--- src/rtl/block_scheduler.sv ---
// Kernel block scheduler: splits a launch into blocks and hands them to NUM_CORES cores.
// Optional BLOCK_SCHED_PERF_EN adds the kernel_cycles launch-duration counter.
module block_scheduler #(
  parameter int NUM_CORES             = 2,
  parameter int MAX_THREADS_PER_BLOCK = 4,
  parameter int THREAD_COUNT_W        = 8,
  parameter int BLOCK_ID_W            = 8
) (
  input  logic                                                      clk,
  input  logic                                                      reset,
  input  logic                                                      start,
  input  logic                                                      abort,
  input  logic [THREAD_COUNT_W-1:0]                                 thread_count,
  input  logic [$clog2(MAX_THREADS_PER_BLOCK):0]                    block_threads,
  input  logic [NUM_CORES-1:0]                                      core_done,
  output logic [NUM_CORES-1:0]                                      core_start,
  output logic [NUM_CORES-1:0]                                      core_reset,
  output logic [NUM_CORES*BLOCK_ID_W-1:0]                           core_block_id,
  output logic [NUM_CORES*($clog2(MAX_THREADS_PER_BLOCK)+1)-1:0]    core_thread_count,
  output logic [BLOCK_ID_W-1:0]                                     blocks_done,
  output logic                                                      busy,
  output logic                                                      done
`ifdef BLOCK_SCHED_PERF_EN
  ,
  output logic [31:0]                                               kernel_cycles
`endif
);

  localparam int CNT_W = $clog2(MAX_THREADS_PER_BLOCK) + 1;
  localparam int TC_W  = THREAD_COUNT_W;
  localparam int EXT_W = TC_W + CNT_W;
  localparam logic [CNT_W-1:0] MAX_BSZ = CNT_W'(MAX_THREADS_PER_BLOCK);

  typedef enum logic [1:0] {
    S_IDLE,
    S_CLEAR,
    S_DISPATCH,
    S_DONE
  } state_t;

  state_t                                r_state, w_state_nx;
  logic [NUM_CORES-1:0]                  r_core_start, w_core_start_nx;
  logic [NUM_CORES-1:0]                  r_core_reset, w_core_reset_nx;
  logic [NUM_CORES-1:0][BLOCK_ID_W-1:0]  r_bid, w_bid_nx;
  logic [NUM_CORES-1:0][CNT_W-1:0]       r_tcnt, w_tcnt_nx;
  logic [BLOCK_ID_W-1:0]                 r_blocks_done, w_blocks_done_nx;
  logic                                  r_busy, w_busy_nx;
  logic                                  r_done, w_done_nx;
  logic [TC_W-1:0]                       r_rem, w_rem_nx;
  logic [CNT_W-1:0]                      r_bsz, w_bsz_nx;
  logic [BLOCK_ID_W-1:0]                 r_next_id, w_next_id_nx;
  logic [NUM_CORES-1:0]                  w_retire;
  logic [CNT_W-1:0]                      w_take;
  logic                                  w_found;

  function automatic logic [CNT_W-1:0] f_clamp(input logic [CNT_W-1:0] bt);
    if (bt == '0 || bt > MAX_BSZ) return MAX_BSZ;
    return bt;
  endfunction

  function automatic logic [CNT_W-1:0] f_take(input logic [TC_W-1:0] rem,
                                              input logic [CNT_W-1:0] bsz);
    logic [EXT_W-1:0] rem_ext;
    logic [EXT_W-1:0] bsz_ext;
    rem_ext = {{CNT_W{1'b0}}, rem};
    bsz_ext = {{TC_W{1'b0}}, bsz};
    if (rem_ext < bsz_ext) return rem_ext[CNT_W-1:0];
    return bsz;
  endfunction

  function automatic logic [TC_W-1:0] f_sub(input logic [TC_W-1:0] rem,
                                            input logic [CNT_W-1:0] take);
    logic [EXT_W-1:0] diff;
    diff = {{CNT_W{1'b0}}, rem} - {{TC_W{1'b0}}, take};
    return diff[TC_W-1:0];
  endfunction

  function automatic logic [BLOCK_ID_W-1:0] f_popcount(input logic [NUM_CORES-1:0] v);
    logic [BLOCK_ID_W-1:0] c;
    c = '0;
    for (int i = 0; i < NUM_CORES; i++) c = c + BLOCK_ID_W'(v[i]);
    return c;
  endfunction

  always_ff @(posedge clk) begin
    if (reset) begin
      r_state       <= S_IDLE;
      r_core_start  <= '0;
      r_core_reset  <= '1;
      r_bid         <= '0;
      r_tcnt        <= {NUM_CORES{MAX_BSZ}};
      r_blocks_done <= '0;
      r_busy        <= 1'b0;
      r_done        <= 1'b0;
      r_rem         <= '0;
      r_bsz         <= MAX_BSZ;
      r_next_id     <= '0;
    end else begin
      r_state       <= w_state_nx;
      r_core_start  <= w_core_start_nx;
      r_core_reset  <= w_core_reset_nx;
      r_bid         <= w_bid_nx;
      r_tcnt        <= w_tcnt_nx;
      r_blocks_done <= w_blocks_done_nx;
      r_busy        <= w_busy_nx;
      r_done        <= w_done_nx;
      r_rem         <= w_rem_nx;
      r_bsz         <= w_bsz_nx;
      r_next_id     <= w_next_id_nx;
    end
  end

  always_comb begin
    w_state_nx       = r_state;
    w_core_start_nx  = r_core_start;
    w_core_reset_nx  = '0;
    w_bid_nx         = r_bid;
    w_tcnt_nx        = r_tcnt;
    w_blocks_done_nx = r_blocks_done;
    w_busy_nx        = r_busy;
    w_done_nx        = r_done;
    w_rem_nx         = r_rem;
    w_bsz_nx         = r_bsz;
    w_next_id_nx     = r_next_id;
    w_retire         = '0;
    w_found          = 1'b0;
    w_take           = f_take(r_rem, r_bsz);

    case (r_state)
      S_IDLE: begin
        if (start) begin
          w_rem_nx         = thread_count;
          w_bsz_nx         = f_clamp(block_threads);
          w_next_id_nx     = '0;
          w_blocks_done_nx = '0;
          w_core_reset_nx  = '1;
          w_busy_nx        = 1'b1;
          w_state_nx       = S_CLEAR;
        end
      end

      S_CLEAR: begin
        if (abort) begin
          w_core_start_nx = '0;
          w_core_reset_nx = '1;
          w_rem_nx        = '0;
          w_busy_nx       = 1'b0;
          w_done_nx       = 1'b1;
          w_state_nx      = S_DONE;
        end else begin
          w_state_nx = S_DISPATCH;
        end
      end

      S_DISPATCH: begin
        // Retirements count even in an abort cycle, so blocks_done freezes after them.
        w_retire         = r_core_start & core_done;
        w_blocks_done_nx = r_blocks_done + f_popcount(w_retire);
        if (abort) begin
          w_core_start_nx = '0;
          w_core_reset_nx = '1;
          w_rem_nx        = '0;
          w_busy_nx       = 1'b0;
          w_done_nx       = 1'b1;
          w_state_nx      = S_DONE;
        end else begin
          w_core_start_nx = r_core_start & ~w_retire;
          w_core_reset_nx = w_retire;
          if (r_rem != '0) begin
            // A retiring core still has core_start set, so it is never picked here.
            for (int i = 0; i < NUM_CORES; i++) begin
              if (!w_found && !r_core_start[i]) begin
                w_found            = 1'b1;
                w_core_start_nx[i] = 1'b1;
                w_bid_nx[i]        = r_next_id;
                w_tcnt_nx[i]       = w_take;
              end
            end
            if (w_found) begin
              w_rem_nx     = f_sub(r_rem, w_take);
              w_next_id_nx = r_next_id + BLOCK_ID_W'(1);
            end
          end else if (r_core_start == '0) begin
            w_busy_nx  = 1'b0;
            w_done_nx  = 1'b1;
            w_state_nx = S_DONE;
          end
        end
      end

      S_DONE: begin
        if (!start) begin
          w_done_nx  = 1'b0;
          w_state_nx = S_IDLE;
        end
      end

      default: w_state_nx = S_IDLE;
    endcase
  end

  assign core_start        = r_core_start;
  assign core_reset        = r_core_reset;
  assign core_block_id     = r_bid;
  assign core_thread_count = r_tcnt;
  assign blocks_done       = r_blocks_done;
  assign busy              = r_busy;
  assign done              = r_done;

`ifdef BLOCK_SCHED_PERF_EN
  logic [31:0] r_kernel_cycles;

  always_ff @(posedge clk) begin
    if (reset) begin
      r_kernel_cycles <= '0;
    end else if (r_state == S_IDLE && w_state_nx == S_CLEAR) begin
      r_kernel_cycles <= '0;
    end else if ((r_state == S_CLEAR || r_state == S_DISPATCH) && r_kernel_cycles != '1) begin
      r_kernel_cycles <= r_kernel_cycles + 32'd1;
    end
  end

  assign kernel_cycles = r_kernel_cycles;
`else
  // Without the performance option there is no launch-duration counter.
`endif

endmodule

--- config.mk ---
export PLATFORM = sky130hd
export DESIGN_NAME = block_scheduler
export DESIGN_NICKNAME = d
export VERILOG_FILES = /design/src/rtl/block_scheduler.sv
export SDC_FILE = /design/constraint.sdc
export NUM_CORES = 1
export LEC_CHECK = 0
export CAP_MARGIN = 10
export CORE_MARGIN = 2
export CORE_UTILIZATION = 40
export DETAILED_ROUTE_END_ITERATION = 16
export GPL_ROUTABILITY_DRIVEN = 1
export PLACE_DENSITY = 0.6
export SKIP_CTS_REPAIR_TIMING = 1
export SLEW_MARGIN = 5
export SYNTH_ARGS = -nofsm -noshare
export SYNTH_HDL_FRONTEND = slang
export SYNTH_SLANG_ARGS = --single-unit
--- constraint.sdc ---
create_clock -name clk -period 3.3 [get_ports clk]
set_input_delay 0.66 -clock clk [delete_from_list [all_inputs] [get_ports clk]]
set_output_delay 0.66 -clock clk [all_outputs]
set_load 0.05 [all_outputs]
==> key figures <==
Power and ir drop
  • Max VDD drop: 0.0003346 V
  • Internal power: 1.792 mW
  • Psw: 1.249 mW
  • Switch share: between 40% and 50%
  • PwrDens: 813.2 mW/mm^2
  • Combinational power share: 46.3%
  • Flop pwr share: about 29%
  • Leak: 1.387 nW
  • Clock power frac: roughly a quarter

Worst setup path
  • Critical path buffer and inverter count: 1
  • Critical Path RT: 3.51 ns
  • Data arrival, critical path: around 3.3 ns
  • CP Class: flip-flop to flip-flop
  • Worst path top cell family by delay: adder cells
  • CP cell instances: ha_1 > o21ai_0 > a31oi_1 > nor4_2 > mux2i_1 > inv_1 > ha_1 > fa_1 > nor2b_1 > nor3_1 > and3_1 > o21ai_0 > a21oi_1
  • Slowest stage delay, CP: 0.45 ns
  • Crit end category: flip-flop
  • Critical path's slowest cell: dfxtp_1
  • WP depth: 13
  • R2R Path Start: r_rem[1]
  • Worst-path maximum fanout: 6
  • CP startpoint: r_rem[1]
  • Worst R2R Path Depth: 13
  • CP startpoint kind: flip-flop

Placement
  • Placer Congestion: 0.8429
  • Port Buffer Count: 52
  • Placed Instances: between 400 and 500
  • Detail Placement HPWL: 4594 um

Synthesis
  • Mean Syn Cell Area: ~9 sq um
  • Top FF cell, synth: dfxtp_1
  • Syn Inst Count: approximately 330
  • Post-synthesis sequential area ratio: 39.67%
  • Post-Syn Nets: 361
  • YS warnings: 0
  • Synth unique cells: 50
  • Synthesized cell area: 0.002877 sq mm
  • FF+latch count, synth: 57
  • EDFF count, synth: 0
  • Post-synth ARST share: 0%

Die
  • Core ar.: a little under 0.007 sq mm
  • Starting Density: 41.88%
  • Die Area: 0.007885 sq mm
  • Die X: 88.80 um
  • Ports: 53
  • Die Y: 88.80 um
  • Rows: 30

GRT
  • Initial antenna violation count: 0
  • Vias in the first global route: about 2300
  • Total gr overflow: 0
  • Largest net degree at the start of global routing: 42
  • GRT Util Overall: 17.97%
  • Global-route wire length before repair: 10900 um

Timing
  • Worst hold margin: 0.4947 ns
  • Setup violators final: 0
  • Slew Limit Fails: 0
  • Final hold viol count: 0
  • Max Clock Skew: ~0.0075 ns
  • Min Tclk post-route: 3.114 ns
  • Setup TNS after final layout: 0 ns
  • Worst-Margin Slew: 0.5181 ns
  • F_max: 321.1 MHz
  • Final period util: 94.36%
  • Max_slew headroom: 65.35%
  • RSZ-0062 raised after global routing: false

CTS
  • CTS Root Cell: clkbuf_8
  • CTS tree: done
  • Worst-case clock buffer depth: 2
  • Num CTS Buffers: 9
  • Clock slew seen by the registers of the worst setup and hold paths: around 0.070 ns
  • Latest clock arrival within the worst-skew pair: 0.34 ns
  • Sink Count: 57
  • H-tree levels: 3

Final layout
  • Final core utilization: between 50% and 60%
  • Area grow syn2layout: 30.01%
  • Antenna cells: 0
  • Post-route insts no fill: 486
  • Fin nets: 417
  • Fill count: 637
  • Layout cells sized above 1: 9.487%

Detailed routing
  • Vias per cell: 5.138
  • Drt pass-1 iters: 4
  • Via count: 2497
  • First-iteration detailed-routing DRC count: 140
  • Final antenna-violating net count: 0
  • Drt total wl: 6605 um
  • WL per Instance: 13.59 um
  • Drc violations: 0

Min path
  • Hold path cells: 2
  • Hold Path Origin: core_block_id[12]
  • Hold Crit Class: flip-flop to flip-flop

Job
  • Number of max-cap violations: 0

Status
  • Outcome: finished, final reports clean
## kinds of logic after synthesis
family / after synthesis / share of synthesized area [%]
muxes: 24 / 8.612
and+or+nand+nor: 120 / 21.75
AOI/OAI and AO/OA: 74 / 16.18
adders and majority gates: 15 / 7.047
buffers and inverters: 32 / 4.610
DFF: 57 / 39.67
xor gates and xnor gates: 7 / 2.131
## layout make-up
cell class	count	area, sq um	area share [%]
clock buffer	10	137.6	3.680
clock inverter	6	90.09	2.409
inverter	16	60.06	1.606
multi-input combinational	240	1603	42.86
sequential	57	1141	30.51
tap	96	120.1	3.212
timing repair buffer	61	588.1	15.72
## metal layers
| layer | share of wire [%] | GRT usage [%] | vias to the layer above | routed length [um] |
|---|---|---|---|---|
| met5 | 0 | 0 | - | 0 |
| met4 | 2.0 | 8.264 | 0 | 131 |
| met3 | 4.5 | 3.451 | 10 | 294 |
| met2 | 41 | 24.97 | 59 | 2725 |
| met1 | 52 | 26.64 | 1146 | 3454 |
| li1 | - | - | 1282 | - |
## sequential cells by signal, indices dropped and copies added, names as in the netlist
name and cells:
r_state 2, done 1, r_bsz 3, r_next_id 8, r_rem 8, core_block_id 16, core_thread_count 6, core_start 2
core_reset 2, busy 1, blocks_done 8
## cell usage after synthesis, types with 3 or more instances
master | n | area share [%]
nand2b_1 | 5 | 1.1
a21oi_1 | 24 | 4.2
nand4_1 | 3 | 0.65
clkbuf_1 | 9 | 1.2
nor3_1 | 9 | 1.6
and2_1 | 3 | 0.65
xor2_1 | 5 | 1.5
nor4_2 | 3 | 1.3
buf_2 | 4 | 0.70
a211oi_1 | 8 | 2.1
dfxtp_1 | 57 | 40
or3_1 | 6 | 1.3
nor2_1 | 48 | 6.3
nand2_1 | 14 | 1.8
mux2i_1 | 21 | 7.3
a31oi_1 | 6 | 1.3
inv_1 | 16 | 2.1
o21ai_0 | 17 | 3.0
nor2b_1 | 9 | 2.0
o21ai_1 | 4 | 0.70
nand3_1 | 7 | 1.2
ha_1 | 13 | 5.7
## path summary, 6_finish.rpt
path	end	slack (ns)
setup / recovery	r_rem[6]	0.19
hold / removal	core_block_id[12]	0.49
setup reg to reg	r_rem[6]	0.19
hold reg to reg	core_block_id[12]	0.49
## power groups by stage
stage,logic [mW],registers [mW],clock network [mW]
after floorplan,0.978,0.970,0
after global placement,1.38,0.895,0
after detailed placement,1.40,0.897,0
after CTS,1.40,0.884,0.764
after global routing,1.58,0.898,0.790
final,1.41,0.883,0.750
## placed cells by master (no fill, tap or decap), drive strengths merged, types with 3 or more instances in the layout
| cell type | synthesis | final |
|---|---|---|
| xor2 | 5 | 5 |
| o21ai | 21 | 21 |
| nand2b | 5 | 5 |
| nand3 | 7 | 7 |
| nor4 | 5 | 5 |
| a31oi | 6 | 6 |
| nor3 | 10 | 10 |
| or3 | 6 | 6 |
| clkdlybuf4s50 | 0 | 52 |
| a211oi | 8 | 8 |
| nor2 | 48 | 48 |
| inv | 16 | 17 |
| nand2 | 14 | 14 |
| a21oi | 24 | 24 |
| buf | 7 | 9 |
| dfxtp | 57 | 57 |
| nand4 | 3 | 3 |
| mux2 | 3 | 3 |
| mux2i | 21 | 21 |
| clkbuf | 9 | 10 |
| and2 | 4 | 4 |
| nor2b | 9 | 9 |
| ha | 13 | 13 |
## through the flow
| stage | power, mW | area [sq um] | setup slack (ns) |
|---|---|---|---|
| 2_1_floorplan | 1.948 | 2877 | 0.3646 |
| 3_3_place_gp | 2.274 | 3505 | 0.2776 |
| 3_5_place_dp | 2.293 | 3505 | 0.1245 |
| 4_1_cts | 3.049 | 3732 | 0.1066 |
| 5_1_grt | 3.265 | 3740 | 0.01653 |
| 6_report | 3.041 | 3740 | 0.1862 |
## worst reg2reg max path, stage by stage, from the launching register on
cell and delay [ns]:
dfxtp_1 0.45, ha_1 0.28, o21ai_0 0.16, a31oi_1 0.07, nor4_2 0.32, mux2i_1 0.28, inv_1 0.10, ha_1 0.20
fa_1 0.40, nor2b_1 0.24, nor3_1 0.09, and3_1 0.20, o21ai_0 0.14, a21oi_1 0.08
No activity file was read; power rests on OpenSTA's default activity.
==> RTL change 1: new RTL, same settings <==
The 4 states of `state_t` get a Gray code encoding in 2 bits.
--- a/src/rtl/block_scheduler.sv
+++ b/src/rtl/block_scheduler.sv
@@ -32,10 +32,10 @@
   localparam logic [CNT_W-1:0] MAX_BSZ = CNT_W'(MAX_THREADS_PER_BLOCK);
 
   typedef enum logic [1:0] {
-    S_IDLE,
-    S_CLEAR,
-    S_DISPATCH,
-    S_DONE
+    S_IDLE     = 2'b00,
+    S_CLEAR    = 2'b01,
+    S_DISPATCH = 2'b11,
+    S_DONE     = 2'b10
   } state_t;
 
   state_t                                r_state, w_state_nx;
Formal check against the unedited RTL: same outputs for any inputs over 4 cycles, from zero or initial values and one cycle with reset high; so few cycles prove little.
==> RTL change 1 against the unedited design <==
Sequential cell count stayed put. Via count is 3.2% higher. Count of clock-buffer cells in the layout stayed put. Cell area is 1.8% lower. Routed wire length is 6.0% higher. Worst setup slack better by 0.13 ns. Global-route usage is 1.7 points higher. Critical path depth is 1 higher. Die area is 1.9% lower. Area after synthesis is 2.0% lower.
Power is not compared: it rests on default switching activity, and its combinational part moved more than twofold at a synthesized area within 25%.
==> RTL change 1: results (changes against the unedited design) <==
Netlist cell types: 59 (was 50)
List of most frequent post-synthesis cells: 57 x dfxtp_1, 47 x nand2_1, 42 x nor2_1 (was 57 x dfxtp_1, 48 x nor2_1, 24 x a21oi_1)
Filler Cell Count: 665 (was 637)
Fin nets: 423 (was 417)
Worst Path Max Fanout: 7 (was 6)
Routed WL: 7000 um (was 6610 um)
Worst hold slack: 0.455 ns (was 0.495 ns)
Synth Instances: 341 (was 329)
GP Congestion: 0.885 (was 0.843)
Reg2Reg Setup Slack: 0.31 ns (was 0.19 ns)
Max stage delay on crit path: 0.45 ns (about the same)
FF-to-FF End: r_rem[6] (unchanged)
First-pass GRT wire length: 11800 um (was 10900 um)
Worst Hold Path EP: core_block_id[13] (was core_block_id[12])
Layout cells sized above 1: 12.3% (was 9.49%)
Compound-Gate Fraction of Synth Area: 20.2% (was 16.2%)
H-tree depth: 3 (unchanged)
Post-DP Area: 3440 sq um (was 3500 sq um)
Final HPWL DP: 4980 um (was 4590 um)
Vias: 2578 (was 2497)
CP Data Arrival Time: 3.25 ns (was 3.32 ns)
Worst-margin pin slew: 0.782 ns (was 0.518 ns)
Clock tree root driver cell: clkbuf_8 (unchanged)
Post-Synth XOR/XNOR Area: 2.49% (was 2.13%)
Status: finished clean (unchanged)
Tot GR Track Use: 19.7% (was 18.0%)
Sequential area share after synthesis: 40.5% (was 39.7%)
Finished layout cell area: 3670 sq um (was 3740 sq um)
Clock Skews: 0.00971 ns (was 0.00747 ns)
Largest net degree at the start of global routing: 24 (was 42)
Crit-path slowest cell: fa_1 (was dfxtp_1)
Crit. Startpoint: r_bsz[2] (was r_rem[1])
Reg2reg path depth: 14 (was 13)
Hold path startpoint: core_block_id[13] (was core_block_id[12])
Vias in the first global route: 2432 (was 2271)
Mux share of post-synthesis cell area: 1.11% (was 8.61%)
Synthesized Nets: 368 (was 361)
Post-Place Cells: 481 (was 469)
Post-route insts no fill: 496 (was 486)
DR iter-0 viols: 127 (was 140)
Adder-cell share of the synthesized area: 4.97% (was 7.05%)
-- RTL change 1: worst max-delay path: cells and delay by family (launching register included) --
| kind | cells | cell delay [ns] |
|---|---|---|
| AO/OA/AOI/OAI | 5 | 0.74 |
| flip-flops | 1 | 0.41 |
| AND/OR/NAND/NOR | 4 | 0.67 |
| adder cells (fa/ha/maj) | 3 | 0.93 |
| buffers and inverters | 2 | 0.18 |
-- RTL change 1: final cells by class --
class / instances / share of cell area [%]
Clock inverter: 5 / 2.15
Sequential cell: 57 / 31.1
Tap cell: 96 / 3.27
Inverter: 11 / 1.12
Multi-Input combinational cell: 254 / 42.2
Timing Repair Buffer: 63 / 16.4
Clock buffer: 10 / 3.75
-- RTL change 1: worst max-delay path by stage --
stage,to,slack (ns),cells past startpoint
global placement,r_rem[5],0.30,13
global route,r_rem[6],0.09,14
finish,r_rem[6],0.31,14
CTS,r_rem[6],0.14,14
detailed placement,r_rem[6],0.15,14
floorplan,r_rem[6],0.36,12
-- RTL change 1: power by group --
| part | leakage (uW) | internal (uW) | switching [uW] |
|---|---|---|---|
| Sequential | 0.000462 | 708 | 25.4 |
| Combinational | 0.000756 | 144 | 202 |
| Clock | 0.000113 | 442 | 288 |
| Total | 0.00133 | 1290 | 515 |
-- RTL change 1: layer usage --
metal	share of wire [%]	GRT usage, %	wire [um]	up-vias
met5	0	0	0	-
met4	0.96	8.81	67	0
met3	3.5	4.52	243	6
met2	47	29.6	3270	51
met1	49	26.9	3420	1210
li1	-	-	-	1311
-- RTL change 1: metrics by stage --
| stage | total power [uW] | worst slack (ns) |
|---|---|---|
| floorplan | 992 | 0.356 |
| global placement | 1080 | 0.303 |
| detailed placement | 1090 | 0.150 |
| CTS | 1820 | 0.143 |
| global route | 1900 | 0.0927 |
| finish | 1810 | 0.315 |
==> RTL change 2: new RTL, config.mk and constraints unchanged <==
Without the edit above. Build with the macro `BLOCK_SCHED_PERF_EN` defined.
--- a/src/rtl/block_scheduler.sv
+++ b/src/rtl/block_scheduler.sv
@@ -1,5 +1,7 @@
 // Kernel block scheduler: splits a launch into blocks and hands them to NUM_CORES cores.
 // Optional BLOCK_SCHED_PERF_EN adds the kernel_cycles launch-duration counter.
+`define BLOCK_SCHED_PERF_EN
+
 module block_scheduler #(
   parameter int NUM_CORES             = 2,
   parameter int MAX_THREADS_PER_BLOCK = 4,
Function (old outputs only; new: kernel_cycles): kept (equiv_simple and equiv_induct, registers matched by name and starting in step).
==> RTL change 2 against the unedited design <==
Routed wire length up 65%. Hold slack got worse by 0.037 ns. Clock skew grew 0.0015 ns. Largest cell class unchanged. Synthesized cell count grew 56%. Sequential cell count grew 32. Cell area is 50% higher. Largest power group is now sequential cells. Critical path depth did not move. Area after synthesis up 51%. Count of clock-buffer cells in the layout shrank 1. Total power fell by 0.32%. Combinational power down 36%. Worst setup slack gained 0.13 ns. First-iteration DRC count up 27%.
==> RTL change 2: results (changes against the unedited design) <==
DR iter-0 viols: 178 (was 140)
Hold Path Class: register to register (unchanged)
Worst Hold Depth: 2 (unchanged)
Sequential area share after synthesis: 40.9% (was 39.7%)
Ys Warns: 0 (unchanged)
Vias in the first global route: 3665 (was 2271)
Clock-pin transition on the worst setup and hold timing paths: 0.09 ns (was 0.07 ns)
Maximum vdd drop: 0.000306 V (was 0.000335 V)
CP Data Arrival Time: 3.23 ns (was 3.32 ns)
Leakage power: 0.00199 uW (was 0.00139 uW)
Tot GR Track Use: 19.4% (was 18.0%)
Final HPWL DP: 7730 um (was 4590 um)
Clock Skews: 0.00894 ns (was 0.00747 ns)
Fin nets: 628 (was 417)
Post-DP Area: 5350 sq um (was 3500 sq um)
Reg2Reg Setup Slack: 0.32 ns (was 0.19 ns)
Max reg flops: 32 (was 16)
Ys async rst share: 0% (unchanged)
Clock tree root driver cell: clkbuf_8 (unchanged)
Filler Cell Count: 1057 (was 637)
Largest net degree at the start of global routing: 33 (was 42)
Clock Path Buffers: 2 (unchanged)
Initial antenna violation count: 0 (unchanged)
Netlist cell types: 61 (was 50)
Initial Util: 40.5% (was 41.9%)
Reg2reg path depth: 13 (unchanged)
Crit. Startpoint: r_bsz[1] (was r_rem[1])
I/O Buffers: 84 (was 52)
Synth Instances: 513 (was 329)
Synthesized Nets: 543 (was 361)
Worst hold slack: 0.458 ns (was 0.495 ns)
Post-Place Cells: 727 (was 469)
Layout cells sized above 1: 6.63% (was 9.49%)
Ranking of synthesized cells by area: dfxtp_1 41%, nor2_1 7.3%, a21oi_1 4.7%, xnor2_1 4.4%, ha_1 3.4% (was dfxtp_1 40%, mux2i_1 7.3%, nor2_1 6.3%, ha_1 5.7%, a21oi_1 4.2%)
Routed WL: 10900 um (was 6610 um)
TritonRoute pass-1 iters: 6 (was 4)
Endpoints failing setup: 0 (unchanged)
Via density: 5.33 (was 5.14)
WL/cell: 14.6 um (was 13.6 um)
Worst Path Max Fanout: 10 (was 6)
GP Congestion: 0.845 (was 0.843)
Clock network latency to the later pin of the worst-skew pair: 0.36 ns (was 0.34 ns)
List of most frequent post-synthesis cells: 89 x dfxtp_1, 85 x nor2_1, 41 x a21oi_1 (was 57 x dfxtp_1, 48 x nor2_1, 24 x a21oi_1)
Relative slew slack: 40.5% (was 65.3%)
Diode count: 0 (unchanged)
Hold path startpoint: core_block_id[5] (was core_block_id[12])
First-pass GRT wire length: 18100 um (was 10900 um)
Status: finished clean (unchanged)
## RTL change 2: through the flow
step	utilization [%]	setup WS, ns
floorplan	-	0.674
global placement	49.8	0.480
detailed placement	49.8	0.351
CTS	52.1	0.317
global route	52.1	0.0534
finish	52.1	0.317
## RTL change 2: final timing paths
check	end
worst max-delay path	r_rem[4]
worst max register to register	r_rem[4]
worst min-delay path	core_block_id[5]
worst min register to register	core_block_id[5]
## RTL change 2: final cells by class
class	instances	area, sq um	area share (%)
multi-input combinational	389	2420	43.3
clock inverter	7	119	2.12
sequential	89	1780	31.8
timing repair buffer	94	916	16.4
tap	140	175	3.13
clock buffer	9	124	2.21
inverter	15	56.3	1.01
## RTL change 2: per-layer routing
layer,global-route usage (%),share of wire (%)
met1,25.6,47
met3,5.18,5.8
met2,31.0,46
met4,5.86,1.0
met5,0,0
## RTL change 2: report_power, final
group	switching [uW]	internal (uW)	leakage, uW	total (uW)
clock network	404	503	0.000115	907
logic	577	323	0.00115	900
registers	84.9	1140	0.000720	1220
## RTL change 2: cells by family after synthesis
logic type | after synthesis | share of synthesized area, %
AND/OR/NAND/NOR | 226 | 26.4
XOR/XNOR | 34 | 6.84
multiplexers | 13 | 2.99
adder cells (fa/ha/maj) | 13 | 3.91
AO/OA/AOI/OAI | 103 | 15.5
buffers and inverters | 35 | 3.50
flip-flops | 89 | 40.9
## RTL change 2: worst max-delay path, stage by stage (launching register included)
cell and delay (ns):
dfxtp_1 0.40, inv_1 0.06, ha_1 0.27, o21ai_0 0.10, o211ai_2 0.42, mux2i_1 0.34
inv_1 0.07, ha_1 0.18, inv_1 0.08, ha_1 0.21, a21oi_1 0.06, a21oi_1 0.29
o41ai_1 0.12, a221o_1 0.30
